$ cat config.mk
export PLATFORM = sky130hd
export DESIGN_NAME = multicycle_controller
export DESIGN_NICKNAME = d
export VERILOG_FILES = /design/src/rtl/multicycle_controller.sv
export SDC_FILE = /design/constraint.sdc
export NUM_CORES = 1
export LEC_CHECK = 0
export ABC_CLOCK_PERIOD_IN_PS = 3800
export BUFFER_PORTS_ARGS = -buffer_cell sky130_fd_sc_hd__buf_2
export CAP_MARGIN = 40
export CORE_MARGIN = 4
export CORE_UTILIZATION = 40
export DETAILED_ROUTE_END_ITERATION = 8
export PLACE_DENSITY = 0.72
export SLEW_MARGIN = 5
export SYNTH_ARGS = -nofsm -noshare
export SYNTH_HDL_FRONTEND = slang
export SYNTH_SLANG_ARGS = --single-unit
export TNS_END_PERCENT = 30
$ cat constraint.sdc
create_clock -name clk -period 3.8 [get_ports clk]
set_input_delay 0.38 -clock clk [delete_from_list [all_inputs] [get_ports clk]]
set_output_delay 0.38 -clock clk [all_outputs]
set_load 0.01 [all_outputs]
$ cat src/rtl/multicycle_controller.sv
// Hardwired six-state multicycle control unit for the 16-bit RISC datapath.
// Optional build macro CTRL_ILLEGAL_TRAP_EN: illegal opcodes halt instead of acting as NOP.
module multicycle_controller #(
  parameter int OP_W = 5
) (
  input  logic       clk,
  input  logic       Rst,
  input  logic [7:0] InsM,
  input  logic [1:0] InsL,
  input  logic [2:0] PSW_NZC,
  output logic       ALUorNot,
  output logic       LIorMOV,
  output logic       MEMresource,
  output logic       WE_MEM,
  output logic       Buff_MEMIns,
  output logic       WBresource,
  output logic       RBresource,
  output logic       oprandB,
  output logic       LI,
  output logic       PCplus1orWB,
  output logic       WE_RF,
  output logic       Flag,
  output logic       ALUop,
  output logic       Buff_PSW,
  output logic       Branch,
  output logic [1:0] Jump,
  output logic       Buff_PC,
  output logic       done,
  output logic [2:0] state
);

  localparam logic [2:0] S_IF   = 3'd0;
  localparam logic [2:0] S_ID   = 3'd1;
  localparam logic [2:0] S_EX   = 3'd2;
  localparam logic [2:0] S_MEM  = 3'd3;
  localparam logic [2:0] S_WB   = 3'd4;
  localparam logic [2:0] S_HALT = 3'd5;

  localparam logic [OP_W-1:0] OPC_SYS   = OP_W'(0);
  localparam logic [OP_W-1:0] OPC_ALU   = OP_W'(1);
  localparam logic [OP_W-1:0] OPC_CMP   = OP_W'(2);
  localparam logic [OP_W-1:0] OPC_ADDI  = OP_W'(3);
  localparam logic [OP_W-1:0] OPC_SUBI  = OP_W'(4);
  localparam logic [OP_W-1:0] OPC_MOV   = OP_W'(5);
  localparam logic [OP_W-1:0] OPC_LLI   = OP_W'(6);
  localparam logic [OP_W-1:0] OPC_LHI   = OP_W'(7);
  localparam logic [OP_W-1:0] OPC_LDRRI = OP_W'(8);
  localparam logic [OP_W-1:0] OPC_LDRRR = OP_W'(9);
  localparam logic [OP_W-1:0] OPC_STRRI = OP_W'(10);
  localparam logic [OP_W-1:0] OPC_STRRR = OP_W'(11);
  localparam logic [OP_W-1:0] OPC_BCC   = OP_W'(12);
  localparam logic [OP_W-1:0] OPC_JMP   = OP_W'(13);
  localparam logic [OP_W-1:0] OPC_JALRL = OP_W'(14);
  localparam logic [OP_W-1:0] OPC_JALRR = OP_W'(15);
  localparam logic [OP_W-1:0] OPC_JR    = OP_W'(16);

  logic [2:0]      state_q, state_d;
  logic [OP_W-1:0] op;
  logic [2:0]      cond;
  logic            flag_c, flag_z, unused_flag_n;
  logic            is_alu, is_imm, is_ld_imm, is_ldr, is_str, taken;

  assign op            = InsM[7 -: OP_W];
  assign cond          = InsM[2:0];
  assign flag_c        = PSW_NZC[0];
  assign flag_z        = PSW_NZC[1];
  assign unused_flag_n = PSW_NZC[2];

  assign is_alu    = (op == OPC_ALU);
  assign is_imm    = (op == OPC_ADDI) || (op == OPC_SUBI);
  assign is_ld_imm = (op == OPC_MOV) || (op == OPC_LLI) || (op == OPC_LHI);
  assign is_ldr    = (op == OPC_LDRRI) || (op == OPC_LDRRR);
  assign is_str    = (op == OPC_STRRI) || (op == OPC_STRRR);

  always_comb begin
    taken = 1'b0;
    case (cond)
      3'd0:    taken = ~flag_c;
      3'd1:    taken = flag_c;
      3'd2:    taken = ~flag_z;
      3'd3:    taken = flag_z;
      3'd4:    taken = 1'b1;
      default: taken = 1'b0;
    endcase
  end

  always_ff @(posedge clk or posedge Rst) begin
    if (Rst) state_q <= S_IF;
    else     state_q <= state_d;
  end

  // Strobes are built ungated here; reset forces every output low below.
  logic       c_aluornot, c_liormov, c_memres, c_wemem, c_memins, c_wbres;
  logic       c_rbres, c_oprb, c_li, c_pc1wb, c_werf, c_flag, c_aluop;
  logic       c_psw, c_branch, c_bpc, c_done;
  logic [1:0] c_jump;

  always_comb begin
    state_d    = state_q;
    c_aluornot = 1'b0; c_liormov = 1'b0; c_memres = 1'b0; c_wemem = 1'b0;
    c_memins   = 1'b0; c_wbres   = 1'b0; c_rbres  = 1'b0; c_oprb  = 1'b0;
    c_li       = 1'b0; c_pc1wb   = 1'b0; c_werf   = 1'b0; c_flag  = 1'b0;
    c_aluop    = 1'b0; c_psw     = 1'b0; c_branch = 1'b0; c_jump  = 2'b00;
    c_bpc      = 1'b0; c_done    = 1'b0;
    case (state_q)
      S_IF: begin
        c_memins = 1'b1;
        state_d  = S_ID;
      end
      S_ID: begin
        state_d = S_IF;
        case (op)
          OPC_SYS: begin
            c_bpc = 1'b1;
            if (InsL == 2'b01) state_d = S_HALT;
          end
          OPC_ALU, OPC_CMP:     state_d = S_EX;
          OPC_ADDI, OPC_SUBI: begin c_oprb = 1'b1; state_d = S_EX; end
          OPC_MOV, OPC_LLI:   begin c_rbres = 1'b1; state_d = S_EX; end
          OPC_LHI: begin c_rbres = 1'b1; c_li = 1'b1; state_d = S_EX; end
          OPC_LDRRI, OPC_STRRI: begin c_oprb = 1'b1; state_d = S_EX; end
          OPC_LDRRR, OPC_STRRR: state_d = S_EX;
          OPC_BCC:   begin c_branch = taken; c_bpc = 1'b1; end
          OPC_JMP:   begin c_jump = 2'b01; c_bpc = 1'b1; end
          OPC_JALRL: begin c_branch = 1'b1; c_werf = 1'b1; c_bpc = 1'b1; end
          OPC_JALRR: begin c_jump = 2'b10; c_werf = 1'b1; c_bpc = 1'b1; end
          OPC_JR:    begin c_rbres = 1'b1; c_jump = 2'b11; c_bpc = 1'b1; end
          default: begin
`ifdef CTRL_ILLEGAL_TRAP_EN
            state_d = S_HALT;
`else
            c_bpc = 1'b1;
`endif
          end
        endcase
      end
      S_EX: begin
        state_d = S_MEM;
        if (is_alu) begin
          c_flag  = InsL[0];
          c_aluop = InsL[1];
          c_psw   = 1'b1;
        end else if (is_imm) begin
          c_aluop = (op == OPC_SUBI);
          c_psw   = 1'b1;
        end else if (op == OPC_CMP) begin
          c_aluop = 1'b1;
          c_psw   = 1'b1;
          c_bpc   = 1'b1;
          state_d = S_IF;
        end else if (is_str) begin
          c_rbres = 1'b1;
        end
      end
      S_MEM: begin
        state_d = S_WB;
        if (is_ld_imm) begin
          c_aluornot = 1'b1;
          c_liormov  = (op == OPC_MOV);
        end else if (is_ldr) begin
          c_memres = 1'b1;
        end else if (is_str) begin
          c_memres = 1'b1;
          c_wemem  = 1'b1;
          c_bpc    = 1'b1;
          state_d  = S_IF;
        end
      end
      S_WB: begin
        state_d = S_IF;
        c_werf  = 1'b1;
        c_bpc   = 1'b1;
        c_wbres = is_ldr;
        c_pc1wb = ~is_ldr;
      end
      S_HALT: c_done = 1'b1;
      default: state_d = S_IF;
    endcase
  end

  assign ALUorNot    = c_aluornot & ~Rst;
  assign LIorMOV     = c_liormov  & ~Rst;
  assign MEMresource = c_memres   & ~Rst;
  assign WE_MEM      = c_wemem    & ~Rst;
  assign Buff_MEMIns = c_memins   & ~Rst;
  assign WBresource  = c_wbres    & ~Rst;
  assign RBresource  = c_rbres    & ~Rst;
  assign oprandB     = c_oprb     & ~Rst;
  assign LI          = c_li       & ~Rst;
  assign PCplus1orWB = c_pc1wb    & ~Rst;
  assign WE_RF       = c_werf     & ~Rst;
  assign Flag        = c_flag     & ~Rst;
  assign ALUop       = c_aluop    & ~Rst;
  assign Buff_PSW    = c_psw      & ~Rst;
  assign Branch      = c_branch   & ~Rst;
  assign Jump        = c_jump     & {2{~Rst}};
  assign Buff_PC     = c_bpc      & ~Rst;
  assign done        = c_done     & ~Rst;
  assign state       = state_q    & {3{~Rst}};

endmodule

==> metrics list <==
- For this design, the CTS-stage hold fixing added 0 buffers.
- The number of clock buffers added by TritonCTS is 3.
* Largest registers in the final layout: state_q: 3 flops
- Clock tree from TritonCTS: yes
* Total grt overflow: 0
- The clock net in this run drives a total of 3 sinks.
- Of all nets on the critical path, the largest fanout is 8.
- Entering global routing, the biggest net connects 18 pins.
* XOR/XNOR Fraction of Synth Area: 1.471%
* Die X: 46.59 um
- Root buffer cell: sky130_fd_sc_hd__clkbuf_4
- Sequential cells were found to cover 12.61% of the synthesized design area.
- Launch point of the worst path: state_q[2]$_DFFE_PP0P_
- Syn avg cell area: 6.474 um^2
- After clock tree synthesis, the setup repair step added 0 buffers.
* Fin nets: 141
- Layout Area Growth over Synthesis: 32.35%
- Net Sw Frac: 48.35%
* Total routing resource utilization after global routing: 17.08%
* Simple-gate share of the synthesized area: 49.16%
* Final critical delay including setup and external delays: 2.110 ns
* First-pass iteration count of the detailed router: 4
* Antenna diode count: 0
- Sequential cells account for 25.1% of the total power.
- Compound-gate portion of the synthesized area: 22.48%
* Placement row count: 13
- The synthesized design contains 3 register bits.
- Data on the critical path is required at its endpoint by 3.42 ns.
- Setup-failing EPs final: 0
- Via count of the routed design: 772
- Clk_lat worst skew: 0.22 ns
* Metal3 WL: 136 um
- Starting utilization of the core area: 44.11%
- 37 I/O pins were placed.
- Internal power comes to 0.1565 mW.
* Number of max-slew violations in the final report: 0
- STA classifies the critical path endpoint as a primary output.
* Placeable core area: 1350 um^2
- For this block, wires on met1 add up to 791 um.
- Highest clock frequency the design can meet: 474.0 MHz
* Switching power of the nets: 0.1465 mW
* Async set or reset register ratio after synthesis: 100.0%
* Wire length of the first global-routing pass: 2787 um
- Summed over all nets, wire length on met2 after detailed routing comes to 807 um.
- Quantity of gates resized following cts: 0
- Iteration-0 DRC count of the detailed router: 24
- The die is 46.59 um tall.
- The synthesized design devotes to its leading area cell type 12.61% of total area.
* Number of buffers inserted by port buffering: 35
* Main combinational cell family by area after synthesis: simple AND/OR/NAND/NOR gates
- Portion of the clock cycle consumed by the worst path in the final layout: 55.51%
- Clock-pin slew was measured on the worst setup and hold paths at 0.03 ns.
- Number of enable-type register cells in the synthesized netlist: 0
* Number of antenna violations at the first check in global routing: 0
- Vias in the first global route: 675
- In the routed design, unresolved DRC markers number 0.
- Of all cell types, the one taking the most synthesized area is sky130_fd_sc_hd__dfrtp_1.
- Min-Delay Path Class: input port to asynchronous set/reset pin
* Origin of the critical flop-to-flop path: state_q[0]$_DFFE_PP0P_
* Number of warnings printed during yosys synthesis: 0
* Number of cells produced by synthesis: 92
- Dividing the detail-routed via count by the number of cells gives 5.514.
- Cell area after technology mapping: 595.6 um^2
- Unrepaired setup endpoints after global routing: no
* Clock skew after layout: 0.001672 ns
* Top cells by area in the synthesized netlist: sky130_fd_sc_hd__dfrtp_1, sky130_fd_sc_hd__nor3_1, sky130_fd_sc_hd__nor2_1, sky130_fd_sc_hd__nand3_1, sky130_fd_sc_hd__nand2_1
- Run status: complete, no violations
- Max H-tree Level: 1
- Total wire length: 1736 um
* Most common cell after layout, fill and taps aside: sky130_fd_sc_hd__buf_2
- The detailed router used layers up to and including met3.
* Worst Tran Pin Value: 0.3624 ns
* Data arrival time of the critical path: 1.73 ns
- The congestion estimate from routability-driven global placement came to 0.8059.
- Full die area: 2170 um^2
- Measured against the total synthesized area, the mux share comes to 5.042%.
- Average routed wire per standard cell: 12.40 um
* Flip-flop count of the largest register after layout: 3
- VDD sags by at most 0.3495 mV.
- The worst setup path is launched from a flop.
* Share of final-layout standard cells stronger than drive strength 1: 36.00%
- Combinational logic is responsible for 57.4% of the overall power.
- Top register by number of flip-flops: state_q
- Once detail routing completed, the nets flagged for antenna violations numbered 0.
- Classification of the worst setup path: flop to primary output
- Synth unique cells: 35
- Across the run, the number of max-cap violations was 0.
- Measured against its own limit, the worst slew margin works out to 75.75%.
- Leakage Power: 0.3854 nW
- Detail Placement HPWL: 1355 um
- Across all setup checks in the final design, the least slack found is 1.690 ns.
* Fill cell count: 135
- Total negative slack: 0 ns
- Dpl ws: 1.924 ns
* Synth Area in Adders: 0%
- No sink is reached through more buffers than the 2 on the longest clock path.
- In this run the power density over the cells is 384.3 nW/um^2.
- Among all flip-flop cells after synthesis, the most frequent one is sky130_fd_sc_hd__dfrtp_1.
- When the netlist entered floorplanning its net count stood at 107.
* Part of the power in the clock network: 17.5%
- Final Hold Violating Endpoints: 0
* Commonest non-fill, non-tap cells in the layout: sky130_fd_sc_hd__buf_2, sky130_fd_sc_hd__nor2_1, sky130_fd_sc_hd__nand2_1, sky130_fd_sc_hd__nor3_1, sky130_fd_sc_hd__nand3_1
- Worst hold slack across all endpoints: 0.05563 ns
-- through the flow --
step / cell area [um^2] / utilization [%] / instances / power, mW
2_1_floorplan: 595.6 / - / 92 / 0.1941
3_3_place_gp: 762.0 / 56.44 / 136 / 0.2454
3_5_place_dp: 762.0 / 56.44 / 136 / 0.2486
4_1_cts: 788.3 / 58.39 / 140 / 0.3046
5_1_grt: 788.3 / 58.39 / 140 / 0.3296
6_report: 788.3 / 58.39 / 140 / 0.3029
-- worst paths after layout --
check                                    endpoint  slack, ns  depth (start not counted)
setup / recovery                            ALUop       1.69                          5
hold / removal             state_q[0]$_DFFE_PP0P_       0.06                          2
setup reg to reg           state_q[0]$_DFFE_PP0P_       2.45                          4
hold reg to reg            state_q[1]$_DFFE_PP0P_       0.61                          1
max in group asynchronous  state_q[2]$_DFFE_PP0P_       3.61                          2
min in group clk           state_q[0]$_DFFE_PP0P_       0.50                          4
-- area by class of cell --
class / instances / area, um^2 / share of cell area, %
Multi-Input combinational cell: 76 / 465.4 / 59.05
Timing Repair Buffer: 35 / 175.2 / 22.22
Sequential cell: 3 / 75.07 / 9.524
Inverter: 7 / 27.53 / 3.492
Clock buffer: 4 / 26.28 / 3.333
Tap cell: 15 / 18.77 / 2.381
-- routing by layer --
layer,GRT usage (%),vias to the layer above
met5,0,-
met4,6.818,0
met3,0.3906,0
met2,26.65,25
met1,24.42,339
li1,-,408
-- power groups by stage --
stage               registers, mW  clock network (mW)  logic (mW)
finish                     0.0760              0.0531       0.174
global placement           0.0741                   0       0.171
CTS                        0.0746              0.0552       0.175
detailed placement         0.0749                   0       0.174
floorplan                  0.0683                   0       0.126
global route               0.0781              0.0572       0.194
-- synth_stat cells (all sizes together) (2+ instances only) --
master  number
nand3        8
nor3         9
inv          6
nor4         4
dfrtp        3
a211oi       2
mux2i        3
a21oi        5
a31oi        2
nor2        10
and2b        2
nand4        2
o21ai        2
o22a         2
buf          5
nor2b        5
nand2        9
-- critical path, stage by stage, from the launching register on --
cell,delay [ns]
sky130_fd_sc_hd__dfrtp_1,0.47
sky130_fd_sc_hd__nor2b_4,0.20
sky130_fd_sc_hd__nand3_2,0.11
sky130_fd_sc_hd__or3_4,0.34
sky130_fd_sc_hd__a2111oi_2,0.20
sky130_fd_sc_hd__buf_2,0.18
-- cell families after synthesis --
logic type,after synthesis
and+or+nand+nor,53
AOI/OAI and AO/OA,19
buffers and inverters,13
muxes,3
DFF,3
xor gates and xnor gates,1
(Power assumes the default switching activity.)
